**config.mk**
```make
export PLATFORM = sky130hd
export DESIGN_NAME = counter_ctrl_flat
export DESIGN_NICKNAME = d
export VERILOG_FILES = /design/src/rtl/counter_ctrl_if.sv /design/src/rtl/counter_ctrl.sv /design/src/flat_wrapper.sv
export SDC_FILE = /design/constraint.sdc
export NUM_CORES = 1
export LEC_CHECK = 0
export ABC_AREA = 1
export CORE_AREA = 8 8 74 76
export CTS_CLUSTER_DIAMETER = 40
export DETAILED_ROUTE_END_ITERATION = 8
export DIE_AREA = 0 0 82 84
export HOLD_SLACK_MARGIN = 0.06
export PLACE_DENSITY_LB_ADDON = 0.12
export SLEW_MARGIN = 40
export SYNTH_ARGS = -nofsm -noshare
export SYNTH_HDL_FRONTEND = slang
export SYNTH_SLANG_ARGS = --single-unit
```
**constraint.sdc**
```tcl
create_clock -name clk -period 1.2 [get_ports clk]
set_input_delay 0.18 -clock clk [delete_from_list [all_inputs] [get_ports clk]]
set_output_delay 0.18 -clock clk [all_outputs]
set_load 0.01 [all_outputs]
```
**src/rtl/counter_ctrl_if.sv**
```systemverilog
// Control/status bundle between counter_ctrl and its stimulus source and counter datapath.
// The controller connects through the slave modport; the driving side uses master.
interface counter_ctrl_if #(
  parameter int WIDTH = 4
);
  logic             start;
  logic             stop;
  logic             hold;
  logic             auto_reload;
  logic [WIDTH-1:0] load_val;
  logic [WIDTH-1:0] term;
  logic [WIDTH-1:0] cnt_q;
  logic             cnt_en;
  logic             cnt_load;
  logic [WIDTH-1:0] cnt_din;
  logic             busy;
  logic             done;
  logic [1:0]       state;

  modport master (
    output start, stop, hold, auto_reload, load_val, term, cnt_q,
    input  cnt_en, cnt_load, cnt_din, busy, done, state
  );

  modport slave (
    input  start, stop, hold, auto_reload, load_val, term, cnt_q,
    output cnt_en, cnt_load, cnt_din, busy, done, state
  );
endinterface

```
**src/rtl/counter_ctrl.sv**
```systemverilog
// Sequencer for a WIDTH-bit up-counter: load, prescaled increment strobes, terminal
// count detection, then one-shot stop or auto-reload. Single clock, enable strobes only.
module counter_ctrl #(
   parameter int WIDTH = 4,
   parameter int DIV   = 4,
   parameter int PRE_W = 8
) (
   input logic          clk,
   input logic          reset,
   counter_ctrl_if.slave bus
);

   typedef enum logic [1:0] {
      IDLE = 2'd0,
      LOAD = 2'd1,
      RUN  = 2'd2,
      DONE = 2'd3
   } state_t;

   localparam logic [PRE_W-1:0] PRE_MAX = PRE_W'(DIV - 1);

   state_t           state_q, state_d;
   logic [PRE_W-1:0] pre_q, pre_d;
   logic [WIDTH-1:0] load_q, term_q;
   logic             reload_q;
   logic             accept, tick, at_term;
   logic             en, ld, dn;

   assign accept  = (state_q == IDLE) && bus.start && !bus.stop;
   assign tick    = (state_q == RUN) && !bus.hold && (pre_q == PRE_MAX);
   assign at_term = (bus.cnt_q == term_q);

   always_comb begin
      // NOTE: every variable gets a default before the case so no path leaves one unassigned (no latches).
      state_d = state_q;
      pre_d   = '0;
      en      = 1'b0;
      ld      = 1'b0;
      dn      = 1'b0;
      unique case (state_q)
         IDLE: if (accept) state_d = LOAD;
         LOAD: begin
            state_d = bus.stop ? IDLE : RUN;
            ld      = !bus.stop;
         end
         RUN: begin
            if (bus.stop) begin
               state_d = IDLE;
            end else if (bus.hold) begin
               pre_d = pre_q;
            end else if (!tick) begin
               pre_d = pre_q + PRE_W'(1);
            end else if (!at_term) begin
               en = 1'b1;
            end else if (reload_q) begin
               // Reload in place: the counter dwelt one full period at term.
               ld = 1'b1;
               dn = 1'b1;
            end else begin
               state_d = DONE;
            end
         end
         DONE: begin
            state_d = IDLE;
            dn      = !bus.stop;
         end
         default: state_d = IDLE;
      endcase
   end

   always_ff @(posedge clk) begin
      // NOTE: sequential state uses non-blocking assignments so all registers update together.
      if (reset) begin
         state_q  <= IDLE;
         pre_q    <= '0;
         load_q   <= '0;
         term_q   <= '0;
         reload_q <= 1'b0;
      end else begin
         state_q <= state_d;
         pre_q   <= pre_d;
         if (accept) begin
            load_q   <= bus.load_val;
            term_q   <= bus.term;
            reload_q <= bus.auto_reload;
         end
      end
   end

   assign bus.cnt_en   = en;
   assign bus.cnt_load = ld;
   assign bus.done     = dn;
   assign bus.cnt_din  = load_q;
   assign bus.busy     = (state_q == LOAD) || (state_q == RUN);
   assign bus.state    = state_q;

endmodule

```
**src/flat_wrapper.sv**
```systemverilog
// flat-port wrapper written by rule: the top's interface ports become plain ports
module counter_ctrl_flat 
#(
   parameter int WIDTH = 4,
   parameter int DIV   = 4,
   parameter int PRE_W = 8
)
  (clk, reset, bus_start, bus_stop, bus_hold, bus_auto_reload, bus_load_val, bus_term, bus_cnt_q, bus_cnt_en, bus_cnt_load, bus_cnt_din, bus_busy, bus_done, bus_state);
  counter_ctrl_if #(.WIDTH(WIDTH)) bus_i ();
  input logic clk;
  input logic reset;
  input wire logic [$bits(bus_i.start)-1:0] bus_start;
  input wire logic [$bits(bus_i.stop)-1:0] bus_stop;
  input wire logic [$bits(bus_i.hold)-1:0] bus_hold;
  input wire logic [$bits(bus_i.auto_reload)-1:0] bus_auto_reload;
  input wire logic [$bits(bus_i.load_val)-1:0] bus_load_val;
  input wire logic [$bits(bus_i.term)-1:0] bus_term;
  input wire logic [$bits(bus_i.cnt_q)-1:0] bus_cnt_q;
  output wire logic [$bits(bus_i.cnt_en)-1:0] bus_cnt_en;
  output wire logic [$bits(bus_i.cnt_load)-1:0] bus_cnt_load;
  output wire logic [$bits(bus_i.cnt_din)-1:0] bus_cnt_din;
  output wire logic [$bits(bus_i.busy)-1:0] bus_busy;
  output wire logic [$bits(bus_i.done)-1:0] bus_done;
  output wire logic [$bits(bus_i.state)-1:0] bus_state;
  assign bus_i.start = bus_start;
  assign bus_i.stop = bus_stop;
  assign bus_i.hold = bus_hold;
  assign bus_i.auto_reload = bus_auto_reload;
  assign bus_i.load_val = bus_load_val;
  assign bus_i.term = bus_term;
  assign bus_i.cnt_q = bus_cnt_q;
  assign bus_cnt_en = bus_i.cnt_en;
  assign bus_cnt_load = bus_i.cnt_load;
  assign bus_cnt_din = bus_i.cnt_din;
  assign bus_busy = bus_i.busy;
  assign bus_done = bus_i.done;
  assign bus_state = bus_i.state;
  counter_ctrl #(.WIDTH(WIDTH), .DIV(DIV), .PRE_W(PRE_W)) u_core (.clk(clk), .reset(reset), .bus(bus_i));
endmodule
```
After elaboration in Yosys (flattened, before gate mapping):

Cells that the tools add are included.

* add/subtract/negate cells: 1
* equal/unequal tests: 10
* muxes and demuxes: 21
* bitwise operators: 1
* reductions and logical operators: 10

Operator list (number)
* two-way mux 2 bit: 7
* two-way mux 1 bit: 10
* adder 8 x 1 -> 8 bit, second input constant: 1
* equality test 8 x 2 -> 1 bit, second input constant: 1
* two-way mux 8 bit: 1
* one-hot mux 2 bit (4 select lines): 1
* != test 3 x 2 -> 1 bit, second input constant: 2
* != test 3 bit, second input constant: 2
* AND reduction 5 bit: 1
* equality test 2 bit, second input constant: 2
* equality test 4 bit: 1
* logical AND 1 bit: 4
* one-hot mux 1 bit (2 select lines): 2
* OR reduction 3 bit: 1
* equality test 2 x 1 -> 1 bit, second input constant: 1
* logical NOT 1 bit: 2
* logical NOT 2 bit: 1
* != test 2 x 1 -> 1 bit, second input constant: 1
* logical OR 1 bit: 1
* NOT 1 bit: 1

* bits in registers: 19
* bits of input ports: 18
* output and inout bits: 10
* word-level logic and storage cells: 48

Longest topological paths before layout:

* word-level depth: 7
* gate-level depth with buffers: 10
* depth with buffers taken out: 10

Worst setup path after synthesis:

No wires, ideal clock.

* path kind: register to output
* start: register u_core.state_q[0], in the netlist u_core.bus.state[0]
* end: output port bus_cnt_load
* arrival: 1268 ps
* data required time: 1020 ps
* path slack: -248 ps
* stages on the path, launching flop included: 9
* path buffers: 0
* cell sequence: dfxtp_1 > inv_1 > ha_1 > nand3_1 > nor2_2 > nand2_2 > nor2_1 > nand2_1 > a21boi_1

* longest elaborated chain between the ends: 7
* elaborated cells on any way between the ends: 8

RTL lines
* start, declared: RTL line counter_ctrl.sv:22 `state_t state_q, state_d;`
* start signal, assigned: RTL line counter_ctrl.sv:80 `state_q <= state_d;`
* equality test 2 bit: RTL line counter_ctrl.sv:30, counter_ctrl.sv:40
* logical AND 1 bit (2 in series): RTL line counter_ctrl.sv:30 `assign tick = (state_q == RUN) && !bus.hold && (pre_q == PRE_MAX);`
* two-way mux 1 bit: RTL line counter_ctrl.sv:51 `end else if (!tick) begin`
* two-way mux 1 bit: RTL line counter_ctrl.sv:49 `end else if (bus.hold) begin`
* two-way mux 1 bit: RTL line counter_ctrl.sv:47 `if (bus.stop) begin`
* one-hot mux 1 bit (2 select lines) (*): RTL line counter_ctrl.sv:40 `unique case (state_q)`
* end, declared: RTL line flat_wrapper.sv:20 `output wire logic [$bits(bus_i.cnt_load)-1:0] bus_cnt_load;`

Every way passes the cells marked *; elsewhere a longest branch is shown, timed or not.

Final worst setup path:

Ends and elaborated chain as after synthesis.

==> results.md <==
- After synthesis the netlist holds a flip-flop and latch count of 19.
- Setup violations remaining at the end of the flow were counted as 16.
- The die covers a little under 7000 sq um.
- The number of distinct library cell variants in the gate-level netlist after synthesis is 23.
- The floorplan step set the die height to 84 um.
- In this run the deepest clock path goes through 2 buffers.
- The maximum resistive drop on vdd is 0.530 mV.
- The start point of the worst min-delay path is u_core.bus.cnt_din[2].
- CTS placed an instance of sky130_fd_sc_hd__clkbuf_8 at the clock tree root.
- Summing all multi-input logic gate instances after layout gives between 700 and 800 sq um.
- Power spread over the standard cell area amounts to between 1000 and 1500 nW/um^2.
- The finished layout holds roughly 270 standard cells, fillers aside.
- The final reports fail on negative setup slack.
- The detailed placement HPWL is between 2000 and 2500 um.
- The repair_antennas step left the layout with diodes totalling 0.
- Once routing completed, OpenROAD measured the worst setup slack at -0.428 ns.
- The data required time of the worst path is 1.02 ns.
- The setup path with the least slack is of type reg -> out.
- The detailed router placed 1151 vias in this run.
- 28 I/O pins were placed.
- Synthesis produced a netlist with a net count of ~180.
- The slew at the pin with the worst max-slew slack is roughly 0.2 ns.
- Setup repair after global routing could not meet its margin everywhere.
- The area of the core is ~4300 sq um.
- The maximum clock skew at final layout is about 0.0075 ns.
- Of the synthesized area, sequential elements account for 0.368.
- The floorplan step set the die width to between 80 and 90 um.
- Port buffering added 27 buffers.
- In this run the core area contains 24 standard-cell rows.
- In this design, the largest share of critical-path delay is due to simple AND/OR/NAND/NOR gates.
- The post-route minimum period is between 1.5 and 2 ns.
- Of the total power, combinational logic draws 0.546.
- For this run, the share of the core covered by cells in the final layout is 0.464.
- The placement-stage worst setup slack is -0.866 ns.
- The total placed cells including tap cells is 254.
- Of the total power, the share spent switching nets is 0.354.
- The first-pass iteration count of the detailed router is 4.
- The met1 demand-to-capacity share in global routing is 0.104.
- The delay of the slowest critical-path stage is around 0.35 ns.
- The cell type contributing the most total cell area after synthesis is sky130_fd_sc_hd__dfxtp_1.
- The final number of max-transition violations is 0.
- The cell area after layout is around 2000 sq um.
- Of the cells placed in the final design, the portion with a size suffix greater than 1 is 0.435.
- In this run the tightest slew margin relative to its limit is 0.864.
- The final hold violation count is 0.
- In the routed layout, each cell is associated on average with a via count of 4.33.
- The worst hold-check path type is reg -> reg.
- The initial antenna violation count is 0.
- For this configuration, the core starts out at a cell density of 0.242.
- The maximum fanout along the worst path is 2.
- The via count of the first global-routing pass is around 1200.
- Of the post-synthesis cell area, the dominant cell type holds 0.368.
- The first global-routing pass estimated 5330 um of wire.
- The ratio of final minimum period to clock period is 1.36.
- The type of origin of the critical path is a register.
- The met3 layer usage reported by global route is 0.0205.
- Entering global routing, the biggest net connects 12 pins.
- The critical path goes through inv_4 > ha_4 > nand3_2 > nor2_2 > nand2_2 > nor2_4 > nand2_2 > a21boi_2 > buf_2.
- The yosys synthesis warning count is 0.
- In the global route stage, overall resource usage came out at 0.0962.
- The area growth from synthesis to layout is 91.5%.
- The cell seen most often among critical-path stages is sky130_fd_sc_hd__nand2_2.
- The post-detailed-route wirelength per cell is between 10 and 15 um.
- The design internal power is approximately 0.0018 W.
- In this run the number of H-tree levels came out at 1.
- For this run, design rule violations remaining after detail routing come to 0.
- The layer flagged by global routing as most heavily used is met2.
- The TritonCTS clock tree is built.
- The startpoint identified for the worst register-to-register timing path is u_core.bus.state[0].
- The run finished, with violations left.
- The mapped netlist covers between 1000 and 1500 sq um.
- The share of total power dissipated in sequential elements is 0.284.
- Sorting the synthesized cells by area gives the leading types as sky130_fd_sc_hd__dfxtp_1 (37%), sky130_fd_sc_hd__nand2_1 (11%), sky130_fd_sc_hd__nor2_1 (8.7%).
- After the last flow step, the layout net total stands at around 240.
- The number of DRC markers in iteration 0 is 24.
- The final layout contains routed wiring with a total length of a little over 3000 um.
- For the worst setup path, the data arrival time is roughly 1.5 ns.
- In the global route stage, met2 resource usage came out at 0.174.
- Clock tree synthesis found a total of 19 sinks.
- The switching power is roughly 0.001 W.
- The number of buffers created by CTS is 3.
- Summing all flip-flop and latch instances after layout gives slightly below 400 sq um.
- The synthesized area divided by synthesized cell count is ~6.8 sq um.
- The source-to-sink clock delay at the later pin of the worst-skew pair is 0.26 ns.
- Summed over all cells, the static leakage comes to 0.847 nW.
- Clock-pin slew was measured on the worst setup and hold paths at around 0.080 ns.
- The buffer and inverter count on the worst path is 2.
- The filler cells instantiated in the layout total roughly 430.
- In the synthesized netlist, the number of instances is ~150.
- The library cell contributing the largest single delay on the critical path is sky130_fd_sc_hd__dfxtp_4.
- Max-cap violations in this run came to 0.
- The share of total power dissipated in the clock network is 0.170.
- At the end of routability-driven placement, the weighted congestion stood at about 0.80.
- The maximum clock frequency is around 0.61 GHz.
- The antenna violation net count after detailed routing is 0.
- The total overflow left after global routing is 0.
- The type of destination of the critical path is an output port.
- Tracing the worst setup path back leads to its startpoint at u_core.bus.state[0].
- After detailed placement, the total cell area comes to roughly 1600 sq um.
-- layout make-up --
class	instances	share of cell area
Timing Repair Buffer	61	0.305
Multi-Input combinational cell	106	0.390
Inverter	24	0.0531
Sequential cell	19	0.196
Tap cell	52	0.0329
Clock inverter	1	0.00253
Clock buffer	3	0.0209
-- cells in the mapped netlist (all sizes together) --
library cell and count:
dfxtp 19, a21oi 10, inv 24, clkbuf 1
nor3b 1, o21ai 11, nand3b 1, nor2 26
nand3 9, nand4 1, xor2 3, ha 6
nor3 1, o21a 1, a21boi 1, xnor2 1
nand2 33, buf 1, and2 1
-- flip-flops by register name (all words and copies together), names as in the netlist --
name and flops:
u_core.bus.cnt_din 4, u_core.bus.state 2, u_core.pre_q 8, u_core.reload_q 1
u_core.term_q 4
-- power groups by stage --
stage	Combinational [W]	Clock (W)	Sequential (W)
floorplan	0.000510	0	0.000832
global placement	0.00112	0	0.000793
detailed placement	0.00112	0	0.000797
CTS	0.00147	0.000499	0.000788
global route	0.00166	0.000518	0.000799
finish	0.00151	0.000473	0.000787
-- layout by cell type (no fill, tap or decap), types with 3 or more instances in the layout --
master and instances:
sky130_fd_sc_hd__a21oi_1 4, sky130_fd_sc_hd__a21oi_2 6, sky130_fd_sc_hd__buf_12 4, sky130_fd_sc_hd__buf_2 3, sky130_fd_sc_hd__buf_4 22, sky130_fd_sc_hd__buf_6 8
sky130_fd_sc_hd__clkbuf_8 3, sky130_fd_sc_hd__clkdlybuf4s50_1 17, sky130_fd_sc_hd__dfxtp_1 15, sky130_fd_sc_hd__dfxtp_2 3, sky130_fd_sc_hd__dlygate4sd2_1 4, sky130_fd_sc_hd__ha_1 3
sky130_fd_sc_hd__ha_4 3, sky130_fd_sc_hd__inv_1 18, sky130_fd_sc_hd__inv_4 3, sky130_fd_sc_hd__nand2_1 27, sky130_fd_sc_hd__nand2_2 5, sky130_fd_sc_hd__nand3_1 3
sky130_fd_sc_hd__nand3_2 4, sky130_fd_sc_hd__nor2_1 18, sky130_fd_sc_hd__nor2_2 3, sky130_fd_sc_hd__nor2_4 5, sky130_fd_sc_hd__o21ai_1 3, sky130_fd_sc_hd__o21ai_2 6
-- metal layers --
metal	routed length, um	vias to the layer above
li1	-	600
met1	1300	533
met2	1690	13
met3	56	5
met4	49	0
met5	0	-
-- logic make-up after synthesis --
logic type,Yosys count,synth area share
simple gates,73,0.314
buf+inv,26,0.0956
compound gates,23,0.116
flops,19,0.368
fa+ha+maj,6,0.0726
xor+xnor,4,0.0339
-- final timing paths --
path	cells after the start	to	slack [ns]
setup / recovery	9	bus_cnt_load	-0.43
hold / removal	2	u_core.bus.cnt_din[2]	0.48
setup reg to reg	9	u_core.bus.cnt_din[2]	-0.19
hold reg to reg	2	u_core.bus.cnt_din[2]	0.48
-- through the flow --
stage / setup TNS (ns) / hold WS, ns / power (W)
3_5_place_dp: -7.04 / 0.461 / 0.00192
6_report: -2.71 / 0.480 / 0.00277
5_1_grt: -4.01 / 0.504 / 0.00298
2_1_floorplan: -0.224 / 0.319 / 0.00134
3_3_place_gp: -6.92 / 0.454 / 0.00191
4_1_cts: -3.00 / 0.483 / 0.00276
-- tightest hold or removal path: stages (launching register included) --
cell and delay (ns):
sky130_fd_sc_hd__dfxtp_1 0.33, sky130_fd_sc_hd__nor2_1 0.04, sky130_fd_sc_hd__nor2_1 0.08
-- timing repair --
action                     in CTS  in global routing
gates cloned                    1                  0
pin swaps                      19                 12
buffers inserted                6                  3
gates resized for setup        71                 26
hold buffers                    0                  0
setup endpoints to repair      29                 22
No activity file was read; power rests on OpenSTA's default activity.
